### config.mk
export PLATFORM = sky130hd
export DESIGN_NAME = clk_div_ctrl_flat
export DESIGN_NICKNAME = d
export VERILOG_FILES = /design/src/rtl/clk_div_ctrl_if.sv /design/src/rtl/clk_div_ctrl.sv /design/src/flat_wrapper.sv
export SDC_FILE = /design/constraint.sdc
export NUM_CORES = 1
export LEC_CHECK = 0
export ABC_AREA = 0
export CAP_MARGIN = 20
export CORE_ASPECT_RATIO = 0.8
export CORE_MARGIN = 4
export CORE_UTILIZATION = 50
export DETAILED_ROUTE_END_ITERATION = 8
export PLACE_DENSITY_LB_ADDON = 0.25
export SKIP_CTS_REPAIR_TIMING = 1
export SYNTH_ARGS = -nofsm -noshare
export SYNTH_HDL_FRONTEND = slang
export SYNTH_SLANG_ARGS = --single-unit
### constraint.sdc
create_clock -name clk -period 14.49 [get_ports clk]
set_input_delay 2.898 -clock clk [delete_from_list [all_inputs] [get_ports clk]]
set_output_delay 2.898 -clock clk [all_outputs]
set_load 0.02 [all_outputs]
### src/rtl/clk_div_ctrl_if.sv
// Handshake and status bundle between the clock-divider controller and its user.
// The master drives run control and configuration. The slave (the controller) reports status.
interface clk_div_ctrl_if #(
    parameter int unsigned CNT_W = 32
);
    logic             start;
    logic             stop;
    logic             cfg_valid;
    logic [CNT_W-1:0] cfg_div;
    logic             cfg_ready;
    logic             running;
    logic             tick;
    logic             clk_div;
    logic [7:0]       period_cnt;

    modport master (
        output start, stop, cfg_valid, cfg_div,
        input  cfg_ready, running, tick, clk_div, period_cnt
    );

    modport slave (
        input  start, stop, cfg_valid, cfg_div,
        output cfg_ready, running, tick, clk_div, period_cnt
    );
endinterface

### src/rtl/clk_div_ctrl.sv
// Run/stop clock-divider controller: one tick per programmable period plus a flopped square wave.
// A ratio change that arrives mid-period is held in div_pend and takes effect at the next period boundary.
module clk_div_ctrl #(
    parameter int unsigned      CNT_W       = 32,
    parameter logic [CNT_W-1:0] DEFAULT_DIV = 125_000_000,
    parameter logic [CNT_W-1:0] MIN_DIV     = 2
) (
    input  logic          clk,
    input  logic          rst,
    clk_div_ctrl_if.slave bus
);
    typedef enum logic [1:0] {S_IDLE, S_RUN, S_PEND} state_t;

    state_t           r_state, w_state_nxt;
    logic [CNT_W-1:0] r_cnt, w_cnt_nxt;
    logic [CNT_W-1:0] r_div_act, w_div_act_nxt;
    logic [CNT_W-1:0] r_div_pend, w_div_pend_nxt;
    logic             r_clk_div;
    logic [7:0]       r_period_cnt;
    logic             w_running, w_tick, w_cfg_ready, w_cfg_acc;
    logic [CNT_W-1:0] w_cnt_inc, w_cfg_clamped;

    function automatic logic [CNT_W-1:0] clamp_div(input logic [CNT_W-1:0] r);
        return (r < MIN_DIV) ? MIN_DIV : r;
    endfunction

    assign w_running     = (r_state != S_IDLE);
    assign w_tick        = w_running && (r_cnt == r_div_act - CNT_W'(1));
    assign w_cfg_ready   = !rst && (r_state != S_PEND);
    assign w_cfg_acc     = bus.cfg_valid && w_cfg_ready;
    assign w_cnt_inc     = w_tick ? '0 : r_cnt + CNT_W'(1);
    assign w_cfg_clamped = clamp_div(bus.cfg_div);

    always_comb begin
        w_state_nxt    = r_state;
        w_cnt_nxt      = r_cnt;
        w_div_act_nxt  = r_div_act;
        w_div_pend_nxt = r_div_pend;
        unique case (r_state)
            S_IDLE: begin
                w_cnt_nxt = '0;
                if (w_cfg_acc) w_div_act_nxt = w_cfg_clamped;
                if (bus.start && !bus.stop) w_state_nxt = S_RUN;
            end
            S_RUN: begin
                w_cnt_nxt = w_cnt_inc;
                if (bus.stop) begin
                    w_state_nxt = S_IDLE;
                    w_cnt_nxt   = '0;
                end else if (w_cfg_acc) begin
                    // On a boundary cycle the new ratio can go live immediately.
                    if (w_tick) begin
                        w_div_act_nxt = w_cfg_clamped;
                    end else begin
                        w_div_pend_nxt = w_cfg_clamped;
                        w_state_nxt    = S_PEND;
                    end
                end
            end
            S_PEND: begin
                w_cnt_nxt = w_cnt_inc;
                if (bus.stop) begin
                    w_state_nxt   = S_IDLE;
                    w_cnt_nxt     = '0;
                    w_div_act_nxt = r_div_pend;
                end else if (w_tick) begin
                    w_state_nxt   = S_RUN;
                    w_div_act_nxt = r_div_pend;
                end
            end
            default: w_state_nxt = S_IDLE;
        endcase
    end

    always_ff @(posedge clk) begin
        if (rst) begin
            r_state      <= S_IDLE;
            r_cnt        <= '0;
            r_div_act    <= DEFAULT_DIV;
            r_div_pend   <= '0;
            r_clk_div    <= 1'b0;
            r_period_cnt <= '0;
        end else begin
            r_state    <= w_state_nxt;
            r_cnt      <= w_cnt_nxt;
            r_div_act  <= w_div_act_nxt;
            r_div_pend <= w_div_pend_nxt;
            // Computed from next-cycle state so that the square wave comes straight from a flop.
            r_clk_div  <= (w_state_nxt != S_IDLE) && (w_cnt_nxt < (w_div_act_nxt >> 1));
            if (w_tick) r_period_cnt <= r_period_cnt + 8'd1;
        end
    end

    assign bus.cfg_ready  = w_cfg_ready;
    assign bus.running    = w_running;
    assign bus.tick       = w_tick;
    assign bus.clk_div    = r_clk_div;
    assign bus.period_cnt = r_period_cnt;
endmodule

### src/flat_wrapper.sv
// flat-port wrapper written by rule: the top's interface ports become plain ports
module clk_div_ctrl_flat 
#(
    parameter int unsigned      CNT_W       = 32,
    parameter logic [CNT_W-1:0] DEFAULT_DIV = 125_000_000,
    parameter logic [CNT_W-1:0] MIN_DIV     = 2
)
  (clk, rst, bus_start, bus_stop, bus_cfg_valid, bus_cfg_div, bus_cfg_ready, bus_running, bus_tick, bus_clk_div, bus_period_cnt);
  clk_div_ctrl_if #(.CNT_W(CNT_W)) bus_i ();
  input  logic clk;
  input  logic rst;
  input wire logic [$bits(bus_i.start)-1:0] bus_start;
  input wire logic [$bits(bus_i.stop)-1:0] bus_stop;
  input wire logic [$bits(bus_i.cfg_valid)-1:0] bus_cfg_valid;
  input wire logic [$bits(bus_i.cfg_div)-1:0] bus_cfg_div;
  output wire logic [$bits(bus_i.cfg_ready)-1:0] bus_cfg_ready;
  output wire logic [$bits(bus_i.running)-1:0] bus_running;
  output wire logic [$bits(bus_i.tick)-1:0] bus_tick;
  output wire logic [$bits(bus_i.clk_div)-1:0] bus_clk_div;
  output wire logic [$bits(bus_i.period_cnt)-1:0] bus_period_cnt;
  assign bus_i.start = bus_start;
  assign bus_i.stop = bus_stop;
  assign bus_i.cfg_valid = bus_cfg_valid;
  assign bus_i.cfg_div = bus_cfg_div;
  assign bus_cfg_ready = bus_i.cfg_ready;
  assign bus_running = bus_i.running;
  assign bus_tick = bus_i.tick;
  assign bus_clk_div = bus_i.clk_div;
  assign bus_period_cnt = bus_i.period_cnt;
  clk_div_ctrl #(.CNT_W(CNT_W), .DEFAULT_DIV(DEFAULT_DIV), .MIN_DIV(MIN_DIV)) u_core (.clk(clk), .rst(rst), .bus(bus_i));
endmodule
==> run summary, run 1 <==
Root buffer cell: clkbuf_16
CTS tree: built
Peak Freq: 136 MHz
Antenna fix cells: 0
Worst-path clk slew: 0.07 ns
Full die area: 0.0182 sq mm
Filler cell count: 1518
Layout cell share with drive strength beyond 1: 5.56%
Most frequent CP cell: nor2_1
Synth unique cells: 80
Mapped Area: 0.00806 sq mm
Worst Reg2Reg Path Length in Cells: 19
Clock buffer depth: 2
Die span in x: 150 um
Final GP Congestion: 0.929
Critical path type: in2reg
# H-tree levels: 3
Crit path to: u_core.bus.clk_div
CP startpoint: rst
CP max stage cell: and2_1
Total power per unit cell area: 76.1 mW/mm^2
Status: completed
Detailed Route WL: 26800 um
Synth top area cells: dfxtp_1, nand2_1, a21oi_1
Critical Path Fanout Max: 30
Reg-to-reg endpoint: u_core.bus.clk_div
Relative slew slack: 23.9%
DP HPWL: 19300 um
Worst vdd ir: 0.0584 mV
Worst r2r src: u_core.r_div_act[4]
First-pass GRT wire length: 42100 um
Drc violations: 0
Buf/Inv on CP: 1
Seq/Total Area, Yosys: 26.6%
Final min period: 7.34 ns
Synthesis-to-layout area growth: 10.1%
Gr ovfl total: 0
Synthesized Nets: 1135
Worst reg2reg setup slack: 7.47 ns
Critical path endpoint category: flip-flop
Initial Utilization: 51.0%
EDFF count, synth: 0
Reg area: 0.00214 sq mm
Avg Synthesized Cell Area: 7.59 sq um
# port buffers: 48
Vias in the first global route: 7399
Final Setup Violations: 0
Die Y-Extent: 122 um
Std cell rows: 41
Area fraction of the dominant cell type after synthesis: 26.6%
Multi-input gate area: 0.00552 sq mm
Design area: 0.00887 sq mm
Hold Vio Cnt, Final: 0
Area leader, netlist: dfxtp_1
LEAKAGE: 3.13 nW
Asr flop ratio synth: 0%
Gate power share: 14.9%
Fin Setup TNS: 0 ns
Slew Limit Fails: 0
Initial antenna violation count: 0
Cells after Synth: 1061
Antenna-violating nets left: 0
Num CTS Buffers: 9
Clock Power Share: 39.1%
Final net count: 1131
Largest net degree at the start of global routing: 66
Measured slew at the worst slew-check pin: 1.14 ns
Reg power frac: 46.0%
Worst Skew: 0.0120 ns
Cell Area, Placed: 0.00856 sq mm
Min-delay worst type: reg2reg
Internal power: 0.483 mW
DR vias: 8277
Ys Warns: 0
IO Count: 49
Stages on worst setup path: 20
Max incr delay on CP: 0.74 ns
Total core area: 0.0158 sq mm
GRT Total Usage: 29.6%
Crit path DAT: 7.62 ns
Period utilization: 50.7%
Crit start category: primary input
Psw: 0.192 mW
DR vias/cell: 6.48
Average wire per standard cell: 21.0 um
RSZ-0062 raised after global routing: false
CP Cell Sequence: buf_2 > nor2_1 > nand2_1 > nor2_1 > and4_1 > and2_1 > a31oi_1 > o2bb2ai_1 > a21oi_1 > ha_1 > a21oi_1 > nor2b_1 > o21ai_0 > o21ai_0 > nor2_1 > nor2_1 > a211oi_1 > o221ai_1 > or3_1 > a211oi_1
Switching part of the total: 28.5%
CTS Sinks: 107
Cell family with most CP delay: simple AND/OR/NAND/NOR gates
DR pass1 iterations: 6
Synthesis-stage register bit count: 107
Skew-Pair Late Insertion Delay: 0.37 ns
Drt first-iter violations: 985
Top_reg_cell synth: dfxtp_1
MaxCap Viol Count: 0
CP required: 14.77 ns
-- synthesized netlist by cell type (all sizes together) (10+ instances only) --
library cell,count
nand2,148
o21a,13
clkbuf,51
a21o,16
a311o,11
buf,21
xnor2,38
a21oi,103
xor2,19
a211o,11
nor2b,10
nand3,36
inv,21
dfxtp,107
or4,19
ha,37
nor2,77
nor3,37
o221ai,12
nand4,23
and2,19
or3,16
nor4,26
o21ai,52
a31oi,11
mux2i,19
-- cell families after synthesis --
family | after synthesis | share of synthesized area (%)
flip-flops | 107 | 26.6
AND/OR/NAND/NOR | 444 | 28.2
AO/OA/AOI/OAI | 302 | 25.7
XOR/XNOR | 57 | 6.20
buffers and inverters | 93 | 4.95
multiplexers | 21 | 2.64
adder cells (fa/ha/maj) | 37 | 5.75
-- state kept, by name (all words and copies together), names as in the netlist --
signal                 count
u_core.bus.clk_div         1
u_core.bus.period_cnt      8
u_core.r_cnt              32
u_core.r_div_act          32
u_core.r_div_pend         32
u_core.r_state             2
-- power by group through the flow --
stage / clock, mW / combinational (mW) / sequential [mW]
after global placement: 0 / 0.0970 / 0.317
final: 0.264 / 0.101 / 0.310
after floorplan: 0 / 0.0679 / 0.312
after global routing: 0.278 / 0.110 / 0.311
after CTS: 0.266 / 0.0983 / 0.310
after detailed placement: 0 / 0.0975 / 0.317
-- cells in the final DEF (no fill, tap or decap), types with 5 or more instances in the layout --
cell and n:
nor4_1 21, buf_4 9, a21oi_1 102, nor3_1 36
xor2_1 19, or4_1 18, dfxtp_1 107, a31oi_1 11
clkdlybuf4s50_1 47, inv_1 21, o21ai_0 49, o221ai_1 7
a21o_1 16, a2bb2oi_1 6, ha_1 36, o211ai_1 9
nand4_1 21, a211oi_1 6, a22oi_1 6, mux2i_1 19
nand2_1 148, nor2b_1 9, nand2b_1 9, xnor2_1 38
clkbuf_16 9, nand3_1 35, or3_1 15, a311o_1 11
and3_1 7, o21a_1 13, and2_1 19, o221ai_2 5
o2bb2ai_2 5, a211o_1 11, nor2_1 76
-- worst min path at each step --
stage	start	end	slack (ns)	cells past startpoint
floorplan	u_core.r_div_pend[20]	u_core.r_div_pend[20]	0.44	2
global placement	u_core.r_div_pend[5]	u_core.r_div_pend[5]	0.45	2
detailed placement	u_core.r_div_pend[5]	u_core.r_div_pend[5]	0.45	2
CTS	u_core.r_div_pend[5]	u_core.r_div_pend[5]	0.46	2
global route	u_core.r_div_pend[13]	u_core.r_div_pend[13]	0.50	2
finish	u_core.r_div_pend[5]	u_core.r_div_pend[5]	0.46	2
-- layer usage --
| layer | share of wire, % | up-vias | wire length (um) | track usage (%) |
|---|---|---|---|---|
| met2 | 43 | 448 | 11500 | 43.3 |
| met5 | 0 | - | 0 | 0 |
| li1 | - | 3908 | - | - |
| met3 | 10 | 66 | 2770 | 6.43 |
| met4 | 3.0 | 0 | 816 | 11.0 |
| met1 | 44 | 3855 | 11700 | 42.6 |
-- metrics by stage --
step / util (%) / setup slack (ns) / instances / hold slack (ns) / total power [mW]
after global placement: 54.2 / 7.20 / 1261 / 0.447 / 0.414
after detailed placement: 54.2 / 7.01 / 1261 / 0.448 / 0.414
after floorplan: - / 7.78 / 1061 / 0.436 / 0.380
final: 56.1 / 7.15 / 1277 / 0.460 / 0.675
after global routing: 56.1 / 6.97 / 1277 / 0.502 / 0.699
after CTS: 56.1 / 7.29 / 1277 / 0.458 / 0.674
-- area by class of cell --
cell class | count | share of cell area, %
clock inverters | 6 | 0.818
well taps | 215 | 3.03
inverters | 21 | 0.889
repair buffers | 57 | 6.12
multi-input cells | 861 | 62.3
flip-flops and latches | 107 | 24.2
clock buffers | 10 | 2.69
-- worst min-delay path: cells and delay by family (launching register included) --
family           cells  cell delay (ns)
flip-flops           1             0.31
AND/OR/NAND/NOR      1             0.05
AO/OA/AOI/OAI        1             0.05
(Power assumes the default switching activity.)
==> run 2, diff against run 1 <==
Clock period 14.49 ns to 7.1 ns, I/O delays scaled along.
==> run 2 against run 1 <==
Clock skew down 0.0036 ns. Largest cell class unchanged. First-iteration DRC count is 18% lower. Critical endpoint unchanged. Critical path type is now reg2reg. Largest power group unchanged. Worst hold slack got worse by 0.0021 ns.
==> run summary, run 2 (same netlist as run 1, synthesis figures left out) <==
Status: completed
Regs by FF count: u_core.r_cnt x32, u_core.r_div_act x32, u_core.r_div_pend x32
# port buffers: 48 (unchanged)
Die span in x: 150 um (unchanged)
Crit path DAT: 6.51 ns (-1.11 ns)
Drc violations: 0 (unchanged)
DR pass1 iterations: 5 (-1)
Final Setup Violations: 0 (unchanged)
Initial Utilization: 51.0% (unchanged)
Filler cell count: 1536 (+1.2%)
Critical Path Fanout Max: 17 (-43%)
CP max stage cell: or2_1
WHS: 0.458 ns (-0.00206 ns)
Vias in the first global route: 7581 (+2.5%)
Slew Limit Fails: 0 (unchanged)
Drt first-iter violations: 808 (-18%)
# H-tree levels: 3 (unchanged)
CTS Sinks: 107 (unchanged)
CP startpoint: u_core.r_div_act[4]
Fin Setup TNS: 0 ns (unchanged)
Crit start category: flip-flop
First-pass GRT wire length: 42300 um (+0.41%)
Pre-CTS setup slack: 1.11 ns (-5.90 ns)
Reg-to-reg endpoint: u_core.bus.clk_div
Reg area: 0.00214 sq mm (unchanged)
Worst r2r src: u_core.r_div_act[4]
CP required: 7.38 ns (-7.39 ns)
Hold Vio Cnt, Final: 0 (unchanged)
Worst-path clk slew: 0.08 ns (about the same)
DR vias/cell: 6.43 (-0.82%)
Layout cell share with drive strength beyond 1: 6.44% (+0.88 points)
DP HPWL: 19400 um (+0.61%)
Antenna-violating nets left: 0 (unchanged)
Max incr delay on CP: 0.54 ns (-0.20 ns)
Num CTS Buffers: 9 (unchanged)
RSZ-0062 raised after global routing: false
Measured slew at the worst slew-check pin: 0.919 ns (-0.220 ns)
Gr ovfl total: 0 (unchanged)
Skew-Pair Late Insertion Delay: 0.37 ns (about the same)
Total power per unit cell area: 151 mW/mm^2 (+99%)
Final net count: 1141 (+0.88%)
Most frequent cells in the layout: nand2_1, dfxtp_1, a21oi_1
LEAKAGE: 3.17 nW (+1.3%)
Hold depth: 2 (unchanged)
Die Y-Extent: 122 um (unchanged)
Worst Reg2Reg Path Length in Cells: 22 (+3)
Root buffer cell: clkbuf_16
Relative slew slack: 38.8% (+15 points)
Multi-input gate area: 0.00552 sq mm (unchanged)
Peak Freq: 161 MHz
Final min period: 6.23 ns
IO Count: 49 (unchanged)
Total core area: 0.0158 sq mm (unchanged)
Synthesis-to-layout area growth: 10.7%
Commonest non-fill, non-tap cell in the layout: nand2_1
Setup ws final: 0.873 ns (-6.27 ns)
Clock buffer depth: 2 (unchanged)
Worst Skew: 0.00838 ns (-0.00362 ns)
Total power: 1.35 mW (+100%)
Worst reg2reg setup slack: 0.87 ns (-6.60 ns)
GRT Total Usage: 29.5% (about the same)
Worst vdd ir: 0.121 mV (+110%)
CTS tree: built
Critical path type: reg2reg
Most frequent CP cell: a21oi_1
Average wire per standard cell: 21.0 um (+0.29%)
Core Util, Final: 56.4% (+0.32 points)
Min-delay worst type: reg2reg
Period utilization: 87.7%
Largest net degree at the start of global routing: 75 (+14%)
DR vias: 8273 (-0.048%)
Std cell rows: 41 (unchanged)
Final GP Congestion: 0.984 (+5.9%)
Full die area: 0.0182 sq mm (unchanged)
Antenna fix cells: 0 (unchanged)
Critical path endpoint category: flip-flop
CP Cell Sequence: nor4_4 > nand4_1 > o31ai_1 > a21oi_1 > nor4_1 > nand4_2 > buf_4 > or2_1 > a21boi_2 > a21oi_1 > a2bb2oi_1 > ha_1 > a21oi_1 > nor2b_1 > o21ai_0 > o21ai_0 > nor2_1 > nor2_1 > a211oi_1 > o221ai_1 > or3_1 > a211oi_1
Initial antenna violation count: 0 (unchanged)
Detailed Route WL: 27100 um (+1.1%)
MaxCap Viol Count: 0 (unchanged)
Crit path to: u_core.bus.clk_div
==> run 2: cell count changes in the layout (fill, tap and decap cells not counted), sizes merged <==
cell    change
bufinv      -1
buf        +10
inv         +1
==> run 2: worst min-delay path by stage <==
stage	from	endpoint	slack, ns
global placement	u_core.r_div_pend[20]	u_core.r_div_pend[20]	0.44
finish	u_core.r_div_pend[20]	u_core.r_div_pend[20]	0.46
floorplan	u_core.r_div_pend[20]	u_core.r_div_pend[20]	0.44
CTS	u_core.r_div_pend[20]	u_core.r_div_pend[20]	0.46
global route	u_core.r_div_pend[23]	u_core.r_div_pend[23]	0.48
detailed placement	u_core.r_div_pend[20]	u_core.r_div_pend[20]	0.45
==> run 2: metal layers <==
layer,global-route usage (%),share of wire [%],vias up
li1,-,-,3927
met1,42.3,45,3873
met2,44.3,43,416
met3,5.54,8.7,57
met4,11.0,3.2,0
met5,0,0,-
==> run 2: where the power goes <==
part	switching (mW)	internal [mW]	leakage (nW)	total, mW
combinational	0.123	0.0891	2.16	0.212
clock	0.253	0.251	0.139	0.505
sequential	0.0216	0.610	0.866	0.632
==> run 2: stage by stage <==
stage,cells,area (sq um)
final,1287,8920
after global routing,1287,8920
after CTS,1286,8910
after detailed placement,1270,8620
after global placement,1270,8620
after floorplan,1061,8060
==> run 2: layout make-up <==
class                   count  area share, %
well taps                 215           3.02
clock inverters             6          0.533
repair buffers             67           6.93
flip-flops and latches    107           24.0
inverters                  21          0.884
multi-input cells         861           61.9
clock buffers              10           2.68
==> run 2: worst max-delay path: cells and delay by family (launching register included) <==
kind / cells / cell delay, ns
DFF: 1 / 0.44
AOI/OAI and AO/OA: 11 / 2.45
adders and majority gates: 1 / 0.22
buffers and inverters: 1 / 0.23
and+or+nand+nor: 9 / 2.81
